===== src/rtl/stack_pkg.sv =====
// Shared definitions for the operand stack: command encodings, FSM states, defaults.
package stack_pkg;

    localparam int DEF_WIDTH = 8;
    localparam int DEF_DEPTH = 16;

    typedef enum logic [1:0] {
        OP_PUSH  = 2'b00,
        OP_POP   = 2'b01,
        OP_PEEK  = 2'b10,
        OP_CLEAR = 2'b11
    } op_e;

    typedef enum logic {
        IDLE   = 1'b0,
        REFILL = 1'b1
    } state_e;

endpackage


===== src/rtl/stack_mem.sv =====
// Backing store for the entries below top-of-stack: (DEPTH-1) x WIDTH simple
// dual-port RAM, one write port, one registered read port, contents not reset.
module stack_mem #(
    parameter int WIDTH = 8,
    parameter int DEPTH = 16
) (
    input  logic                     clk,
    input  logic                     wr_en,
    input  logic [$clog2(DEPTH)-1:0] wr_addr,
    input  logic [WIDTH-1:0]         wr_data,
    input  logic                     rd_en,
    input  logic [$clog2(DEPTH)-1:0] rd_addr,
    output logic [WIDTH-1:0]         rd_data
);

    logic [WIDTH-1:0] mem [DEPTH-1];

    // Write port and 1-cycle-latency read port.
    always_ff @(posedge clk) begin
        if (wr_en) mem[wr_addr] <= wr_data;
        if (rd_en) rd_data <= mem[rd_addr];
    end

endmodule


===== src/rtl/operand_stack.sv =====
// Operand stack with a TOS register over a synchronous RAM. A POP of a deeper
// stack spends one REFILL cycle waiting for the RAM read of the next entry.
// Optional feature macro: OPERAND_STACK_GUARD_EN (reports overflow/underflow).
module operand_stack
    import stack_pkg::*;
#(
    parameter int WIDTH = DEF_WIDTH,
    parameter int DEPTH = DEF_DEPTH
) (
    input  logic                   clk,
    input  logic                   reset,
    input  logic                   req_valid,
    input  logic [1:0]             req_op,
    input  logic [WIDTH-1:0]       req_data,
    output logic                   req_ready,
    output logic                   rsp_valid,
    output logic [WIDTH-1:0]       rsp_data,
    output logic                   rsp_err,
    output logic [WIDTH-1:0]       tos,
    output logic [$clog2(DEPTH):0] count,
    output logic                   full,
    output logic                   empty,
    output logic                   err_ovf,
    output logic                   err_unf
);

    localparam int AW = $clog2(DEPTH);
    localparam int CW = AW + 1;

`ifdef OPERAND_STACK_GUARD_EN
    localparam bit GUARD = 1'b1;
`else
    localparam bit GUARD = 1'b0;
`endif

    state_e           state, next_state;
    logic [WIDTH-1:0] tos_q;
    logic [CW-1:0]    count_q;
    logic             ovf_q, unf_q;
    logic             accept;
    op_e              op;
    logic             mem_we, mem_re;
    logic [AW-1:0]    mem_wr_addr, mem_rd_addr;
    logic [WIDTH-1:0] mem_rd_data;

    assign op        = op_e'(req_op);
    assign full      = (count_q == CW'(DEPTH));
    assign empty     = (count_q == '0);
    assign tos       = tos_q;
    assign count     = count_q;
    assign req_ready = (state == IDLE);
    assign err_ovf   = GUARD & ovf_q;
    assign err_unf   = GUARD & unf_q;

    // Old TOS spills to the slot just above the RAM's current top; a deep POP
    // reads the entry that becomes the new TOS.
    assign mem_wr_addr = AW'(count_q - CW'(1));
    assign mem_rd_addr = AW'(count_q - CW'(2));

    stack_mem #(.WIDTH(WIDTH), .DEPTH(DEPTH)) u_mem (
        .clk     (clk),
        .wr_en   (mem_we),
        .wr_addr (mem_wr_addr),
        .wr_data (tos_q),
        .rd_en   (mem_re),
        .rd_addr (mem_rd_addr),
        .rd_data (mem_rd_data)
    );

    // FSM state register.
    always_ff @(posedge clk) begin
        if (reset) state <= IDLE;
        else       state <= next_state;
    end

    // Next state, command acceptance and RAM port control.
    always_comb begin
        next_state = state;
        accept     = 1'b0;
        mem_we     = 1'b0;
        mem_re     = 1'b0;
        case (state)
            IDLE: begin
                accept = req_valid;
                if (req_valid && op == OP_PUSH && !full && !empty) mem_we = 1'b1;
                if (req_valid && op == OP_POP && count_q >= CW'(2)) begin
                    mem_re     = 1'b1;
                    next_state = REFILL;
                end
            end
            REFILL: next_state = IDLE;
            default: next_state = IDLE;
        endcase
    end

    // Datapath: TOS, occupancy, sticky error flags and registered response.
    always_ff @(posedge clk) begin
        if (reset) begin
            tos_q     <= '0;
            count_q   <= '0;
            ovf_q     <= 1'b0;
            unf_q     <= 1'b0;
            rsp_valid <= 1'b0;
            rsp_data  <= '0;
            rsp_err   <= 1'b0;
        end else begin
            rsp_valid <= accept;
            rsp_data  <= '0;
            rsp_err   <= 1'b0;
            if (state == REFILL) begin
                tos_q   <= mem_rd_data;
                count_q <= count_q - CW'(1);
            end
            if (accept) begin
                case (op)
                    OP_PUSH: begin
                        if (!full) begin
                            tos_q   <= req_data;
                            count_q <= count_q + CW'(1);
                        end else begin
                            rsp_err <= GUARD;
                            ovf_q   <= ovf_q | GUARD;
                        end
                    end
                    OP_POP: begin
                        if (empty) begin
                            rsp_err <= GUARD;
                            unf_q   <= unf_q | GUARD;
                        end else begin
                            rsp_data <= tos_q;
                            if (count_q == CW'(1)) begin
                                tos_q   <= '0;
                                count_q <= '0;
                            end
                        end
                    end
                    OP_PEEK: begin
                        rsp_data <= tos_q;
                        rsp_err  <= GUARD & empty;
                    end
                    OP_CLEAR: begin
                        tos_q   <= '0;
                        count_q <= '0;
                        ovf_q   <= 1'b0;
                        unf_q   <= 1'b0;
                    end
                    default: ;
                endcase
            end
        end
    end

endmodule


===== config.mk =====
export PLATFORM = sky130hd
export DESIGN_NAME = operand_stack
export DESIGN_NICKNAME = d
export VERILOG_FILES = /design/src/rtl/stack_pkg.sv /design/src/rtl/stack_mem.sv /design/src/rtl/operand_stack.sv
export SDC_FILE = /design/constraint.sdc
export NUM_CORES = 1
export LEC_CHECK = 0
export CAP_MARGIN = 20
export CORE_MARGIN = 5
export CORE_UTILIZATION = 35
export CTS_BUF_LIST = sky130_fd_sc_hd__clkbuf_4 sky130_fd_sc_hd__clkbuf_8 sky130_fd_sc_hd__clkbuf_16
export DETAILED_ROUTE_END_ITERATION = 7
export PLACE_DENSITY = 0.53
export SLEW_MARGIN = 20
export SYNTH_ARGS = -nofsm -noshare
export SYNTH_HDL_FRONTEND = slang
export SYNTH_HIERARCHICAL = 1
export SYNTH_SLANG_ARGS = --single-unit

===== constraint.sdc =====
create_clock -name clk -period 4.3 [get_ports clk]
set_input_delay 0.86 -clock clk [delete_from_list [all_inputs] [get_ports clk]]
set_output_delay 0.86 -clock clk [all_outputs]
set_load 0.02 [all_outputs]

==> results.toml, run 1 <==
[setup_path]
reg2reg_depth = 6
end_kind = "output port"
slowest_delay_ns = 0.59
cp.arrival_ns = 2.51
crit_chain = "inv_1, ha_1, or4b_4, inv_1, clkdlybuf4s50_1"
cp-start-kind = "flop"
timing.rr.start = "count[2]$_SDFF_PP0_"
r2r-end = "u_mem/mem[3][3]$_DFFE_PP_"
cpLargestDelayFamily = "buffers and inverters"
cp_max_fo = 11
rrSetupSlack_ns = 1.19
crit_type = "flop to output port"
critPathMostFrequentCell = "inv_1"
path_buf_inv = 3
crit_required_ns = 3.44
critPathSlowestCell = "clkdlybuf4s50_1"

[clock_tree]
cts_hold_buffers = 0
cts_buffers = 17
cts.sinks = 151
cts.repair.resized = 0
cts-htree-levels = 4
clk_latency_ns = 0.41
root_buffer = "clkbuf_16"
clk_pin_slew_ns = 0.06
clk_path_buf_depth = 2
cts_tree = "yes"
post_cts_buffers = 0

[routing]
dr.pass1.iters = 4
wl_per_cell_um = 20.4
drcViolationCount = 0
ant_nets = 0
vias = 3329
first_iter_violations = 209
viasPerCell = 5.02
wirelength_um = 13500

[timing]
skew_ns = 0.00653
period_share = 0.784
tns_ns = 0
drv_slew = 0
rsz0062_at_grt = "no"
hold_violations = 0
max-slew-margin-rel = 0.395
max_slew.worst_pin.slew_ns = 0.903
finalSetupViolations = 0
fmax_ghz = 0.297
fin_crit_ns = 3.37

[pwr]
p_comb_frac = 0.072
ir_drop_mv = 0.252
power_switching_uw = 670
p_per_area_nw_per_um2 = 435
power_mw = 3.22
switching_share = 0.208
clkPwrFrac = 0.427
intPower_mw = 2.55
pwr-share-seq = 0.501
power_leakage_nw = 2.50

[placement]
gp_congestion = 0.822
io_buffers = 37
hpwl_um = 8810

[floorplan]
rows = 49
start_util = 0.352
die_area_sq_um = 20700
core_region_area_sq_um = 17800
die_h_um = 144
die_x_um = 144
ios = 41

[layout]
nets = 446
drive_gt1_frac = 0.141
n_antenna_cell = 0
final_core_util = 0.416
syn_to_final_growth_pct = 18.3
fill_cells = 1604

[yosys]
synth_top_area_frac = 0.614
synthArstFlopShare = 0
synthCells = 372
avgSynthCellArea_sq_um = 16.8
syn_area_sq_um = 6260
seq_area_frac_synth = 0.688
synth_edf_count = 128
yosysWarnings = 6
synth_top_cell_by_area = "edfxtp_1"
synth_seq_cells = 151
synthTopCellsByArea = "edfxtp_1 (61%), dfxtp_1 (7.4%), mux4_1 (5.0%)"
yosys.cell_types.count = 50
ys.flop_type = "edfxtp_1"

[global_routing]
grt_pass1_wl_um = 20800
gr-usage-all-layers = 0.139
grt_pass1_vias = 3473
antenna_found_initial = 0
grt_overflow_total = 0
grt_max_degree = 42

[run_status]
status = "finished clean"

[hold_path]
hold_class = "flop to flop"
hold_start = "u_mem/rd_data[6]$_DFFE_PP_"
hold_depth = 2
holdPathEnd = "tos[6]$_SDFF_PP0_"

[job]
cap_violations = 0
[metrics by stage]
step | instance area, sq um | cells | hold WS [ns] | setup slack [ns]
floorplan | 6270 | 374 | 0.497 | 1.46
global route | 7400 | 663 | 0.587 | 0.803
detailed placement | 6850 | 631 | 0.533 | 0.899
global placement | 6850 | 631 | 0.510 | 0.972
CTS | 7400 | 663 | 0.544 | 0.890
finish | 7400 | 663 | 0.537 | 0.930
[sequential cells by signal (all words and copies together) (netlist names)]
name / cells
u_mem/mem: 120
rsp_valid: 1
tos: 8
u_mem/rd_data: 8
state: 1
count: 5
rsp_data: 8
[power by group through the flow]
stage / Combinational, mW / Sequential, mW / Clock (mW)
floorplan: 0.162 / 1.64 / 0
finish: 0.232 / 1.61 / 1.37
global route: 0.253 / 1.61 / 1.47
global placement: 0.232 / 1.64 / 0
detailed placement: 0.235 / 1.64 / 0
CTS: 0.235 / 1.61 / 1.41
[cell families after synthesis]
family,share of synthesized area
compound gates,0.0560
simple gates,0.0690
flops,0.688
mux,0.121
fa+ha+maj,0.0240
other cells,0.000599
buf+inv,0.0322
xor+xnor,0.00980
[worst min-delay path, delay by kind of cell (launching register included)]
family	cells	cell delay, ns
AO/OA/AOI/OAI	1	0.12
flip-flops	1	0.32
multiplexers	1	0.07
[area by class of cell]
| class | instances | area, sq um | share of cell area |
|---|---|---|---|
| clock buffer | 19 | 440 | 0.0595 |
| clock inverter | 13 | 113 | 0.0152 |
| inverter | 10 | 37.5 | 0.00507 |
| multi-input combinational | 192 | 1760 | 0.238 |
| sequential | 151 | 4310 | 0.582 |
| tap | 229 | 287 | 0.0387 |
| timing repair buffer | 49 | 460 | 0.0622 |
[per-layer routing]
layer | part of all wire | global-route usage
met4 | 0.013 | 0.0476
met1 | 0.44 | 0.177
met3 | 0.044 | 0.0406
met2 | 0.50 | 0.229
met5 | 0 | 0
[worst max path at each step]
stage	from	to	slack (ns)	depth (start not counted)
2_1_floorplan	count[1]$_SDFF_PP0_	u_mem/mem[0][0]$_DFFE_PP_	1.46	6
3_3_place_gp	req_op[0]	u_mem/mem[3][1]$_DFFE_PP_	0.97	6
3_5_place_dp	req_op[1]	u_mem/mem[2][3]$_DFFE_PP_	0.90	6
4_1_cts	count[0]$_SDFF_PP0_	empty	0.89	5
5_1_grt	count[0]$_SDFF_PP0_	empty	0.80	5
6_report	count[0]$_SDFF_PP0_	empty	0.93	5
[cells in the mapped netlist, types with 2 or more instances]
cell type	count
mux2i_1	17
buf_6	4
mux4_2	12
a31oi_1	2
nand2b_1	3
a221o_1	8
a22o_1	8
nand3_1	4
nand3b_1	2
buf_4	5
a22oi_1	2
xor2_1	5
and4bb_2	2
nand2_1	23
and2_1	11
clkbuf_2	2
mux4_1	12
a21boi_0	2
nor2_1	20
dfxtp_1	23
buf_2	6
nor3_1	5
ha_1	12
edfxtp_1	128
o21ai_0	15
o21ai_1	3
nor2b_1	3
xnor2_1	2
inv_1	10
[placed cells by master (no fill, tap or decap), types with 4 or more instances in the layout]
cell type	n
and2_1	11
clkinv_1	4
clkbuf_16	17
ha_1	12
nand3_1	4
mux2i_1	17
edfxtp_1	128
buf_4	12
a221o_1	8
clkdlybuf4s50_1	37
mux4_1	12
xor2_1	5
nand2_1	23
o21ai_0	15
nor3_1	5
dfxtp_1	22
nor2_1	20
a22o_1	8
clkinv_2	6
inv_1	10
mux4_2	12
No activity file was read; power rests on OpenSTA's default activity.
==> run 2: changes to the inputs <==
- PLACE_DENSITY: 0.53 -> 0.55
- clock period: 4.3 -> 2.83 ns (I/O delays scaled with it)
==> run 2 against run 1 <==
Final cell count rose by 3.8%. Via count rose by 1.5%. Total power rose by 57%. Combinational power rose by 64%. Sequential power rose by 52%. Hold slack got worse by 0.0075 ns. Die area did not move. Register-to-register slack got worse by 0.90 ns. Wire length rose by 5.2%. Critical path type unchanged. Highest routed layer unchanged.
==> results.toml, run 2 (synthesis results as in run 1) <==
[timing]
fmax_ghz = 0.371
max_slew.worst_pin.slew_ns = 0.670
final.hold.worst_slack_ns = 0.530
skew_ns = 0.00925
tns_ns = 0
hold_violations = 0
max-slew-margin-rel = 0.552
rsz0062_at_grt = "no"
drv_slew = 0
period_share = 0.951
fin_crit_ns = 2.69
finalSetupViolations = 0

[floorplan]
rows = 49
ios = 41
core_region_area_sq_um = 17800
die_h_um = 144
die_area_sq_um = 20700
start_util = 0.352
die_x_um = 144

[setup_path]
end_kind = "output port"
reg2reg_depth = 7
cpLargestDelayFamily = "buffers and inverters"
critPathSlowestCell = "clkdlybuf4s50_1"
crit_required_ns = 2.26
cp_max_fo = 7
crit_type = "flop to output port"
cp-start-kind = "flop"
path_buf_inv = 2
slowest_delay_ns = 0.64
crit_chain = "inv_1, ha_1, and4bb_2, clkdlybuf4s50_1"
crit_cells = 4
cp.arrival_ns = 2.13

[clock_tree]
cts-htree-levels = 4
post_cts_buffers = 0
root_buffer = "clkbuf_16"
clk_pin_slew_ns = 0.06
clk_latency_ns = 0.41
cts_buffers = 17
cts_hold_buffers = 0
clk_path_buf_depth = 2
cts_tree = "yes"
cts.sinks = 151

[pwr]
switching_share = 0.223
power_mw = 5.04
intPower_mw = 3.92
p_comb_frac = 0.075
clkPwrFrac = 0.441
p_per_area_nw_per_um2 = 661
pwr-share-seq = 0.483
ir_drop_mv = 0.372
power_switching_mw = 1.12
power_leakage_nw = 2.63

[global_routing]
busiest_layer = "met2"
gr-usage-all-layers = 0.146
met1_usage = 0.202
grtUsageMet2 = 0.231
grt_max_degree = 25
grt_overflow_total = 0
antenna_found_initial = 0
grt_pass1_wl_um = 21900
grt.met3_usage = 0.0270
grt_pass1_vias = 3513

[routing]
vias = 3379
viasPerCell = 4.91
ant_nets = 0
wirelength_um = 14200
dr.pass1.iters = 4
drcViolationCount = 0
first_iter_violations = 241
wl_per_cell_um = 20.7

[layout]
layout_common_cells = "edfxtp_1 (128), buf_4 (37), clkdlybuf4s50_1 (36), nand2_1 (23), dfxtp_1 (22)"
nets = 471
n_antenna_cell = 0
fill_cells = 1567
largest_reg_flops = 120
final_area_sq_um = 7630
final_core_util = 0.429
drive_gt1_frac = 0.194
final_common_cell = "edfxtp_1"
syn_to_final_growth_pct = 21.9
regMostFlops = "u_mem/mem"

[hold_path]
hold_depth = 2
hold_class = "flop to flop"

[placement]
hpwl_um = 9630
gp_congestion = 0.824
io_buffers = 37
placed_area_sq_um = 7040

[job]
cap_violations = 0

[run_status]
status = "finished clean"
[run 2: stage by stage]
step / worst slack [ns] / cells
final: 0.138 / 688
after global routing: 0.0700 / 688
after CTS: 0.122 / 688
after detailed placement: 0.0944 / 656
after global placement: 0.136 / 656
after floorplan: 0.213 / 374
[run 2: area by class of cell]
| class | count | area [sq um] | area share |
|---|---|---|---|
| well taps | 229 | 287 | 0.0376 |
| flip-flops and latches | 151 | 4310 | 0.564 |
| repair buffers | 74 | 647 | 0.0848 |
| clock inverters | 14 | 148 | 0.0194 |
| clock buffers | 18 | 439 | 0.0576 |
| inverters | 10 | 37.5 | 0.00492 |
| multi-input cells | 192 | 1770 | 0.231 |
[run 2: worst reg2reg max path, stage by stage (launching register included)]
cell,delay [ns]
dfxtp_1,0.31
inv_1,0.15
ha_1,0.23
a21boi_0,0.45
xor2_1,0.20
or3b_2,0.56
nor2_1,0.15
buf_4,0.19
[run 2: power groups by stage]
stage	registers, mW	logic (mW)	clock network [mW]
floorplan	2.50	0.246	0
global placement	2.48	0.384	0
detailed placement	2.48	0.386	0
CTS	2.44	0.384	2.27
global route	2.44	0.411	2.36
finish	2.44	0.380	2.22
[run 2: path summary, 6_finish.rpt]
check,startpoint,end,slack [ns]
worst max register to register,count[1]$_SDFF_PP0_,u_mem/mem[3][0]$_DFFE_PP_,0.29
worst min register to register,u_mem/rd_data[2]$_DFFE_PP_,tos[2]$_SDFF_PP0_,0.53
worst max-delay path,count[1]$_SDFF_PP0_,full,0.14
worst min-delay path,u_mem/rd_data[2]$_DFFE_PP_,tos[2]$_SDFF_PP0_,0.53
[run 2: metal layers]
layer  vias up  wire length [um]
met5         -                 0
met2        69              6910
met1      1703              6510
met4         0               258
met3        14               557
li1       1593                 -
[run 2: what timing repair did]
item,in CTS,in global routing
setup endpoints to repair,1,0
gates resized for setup,1,0
endpoints found under the hold margin,0,0
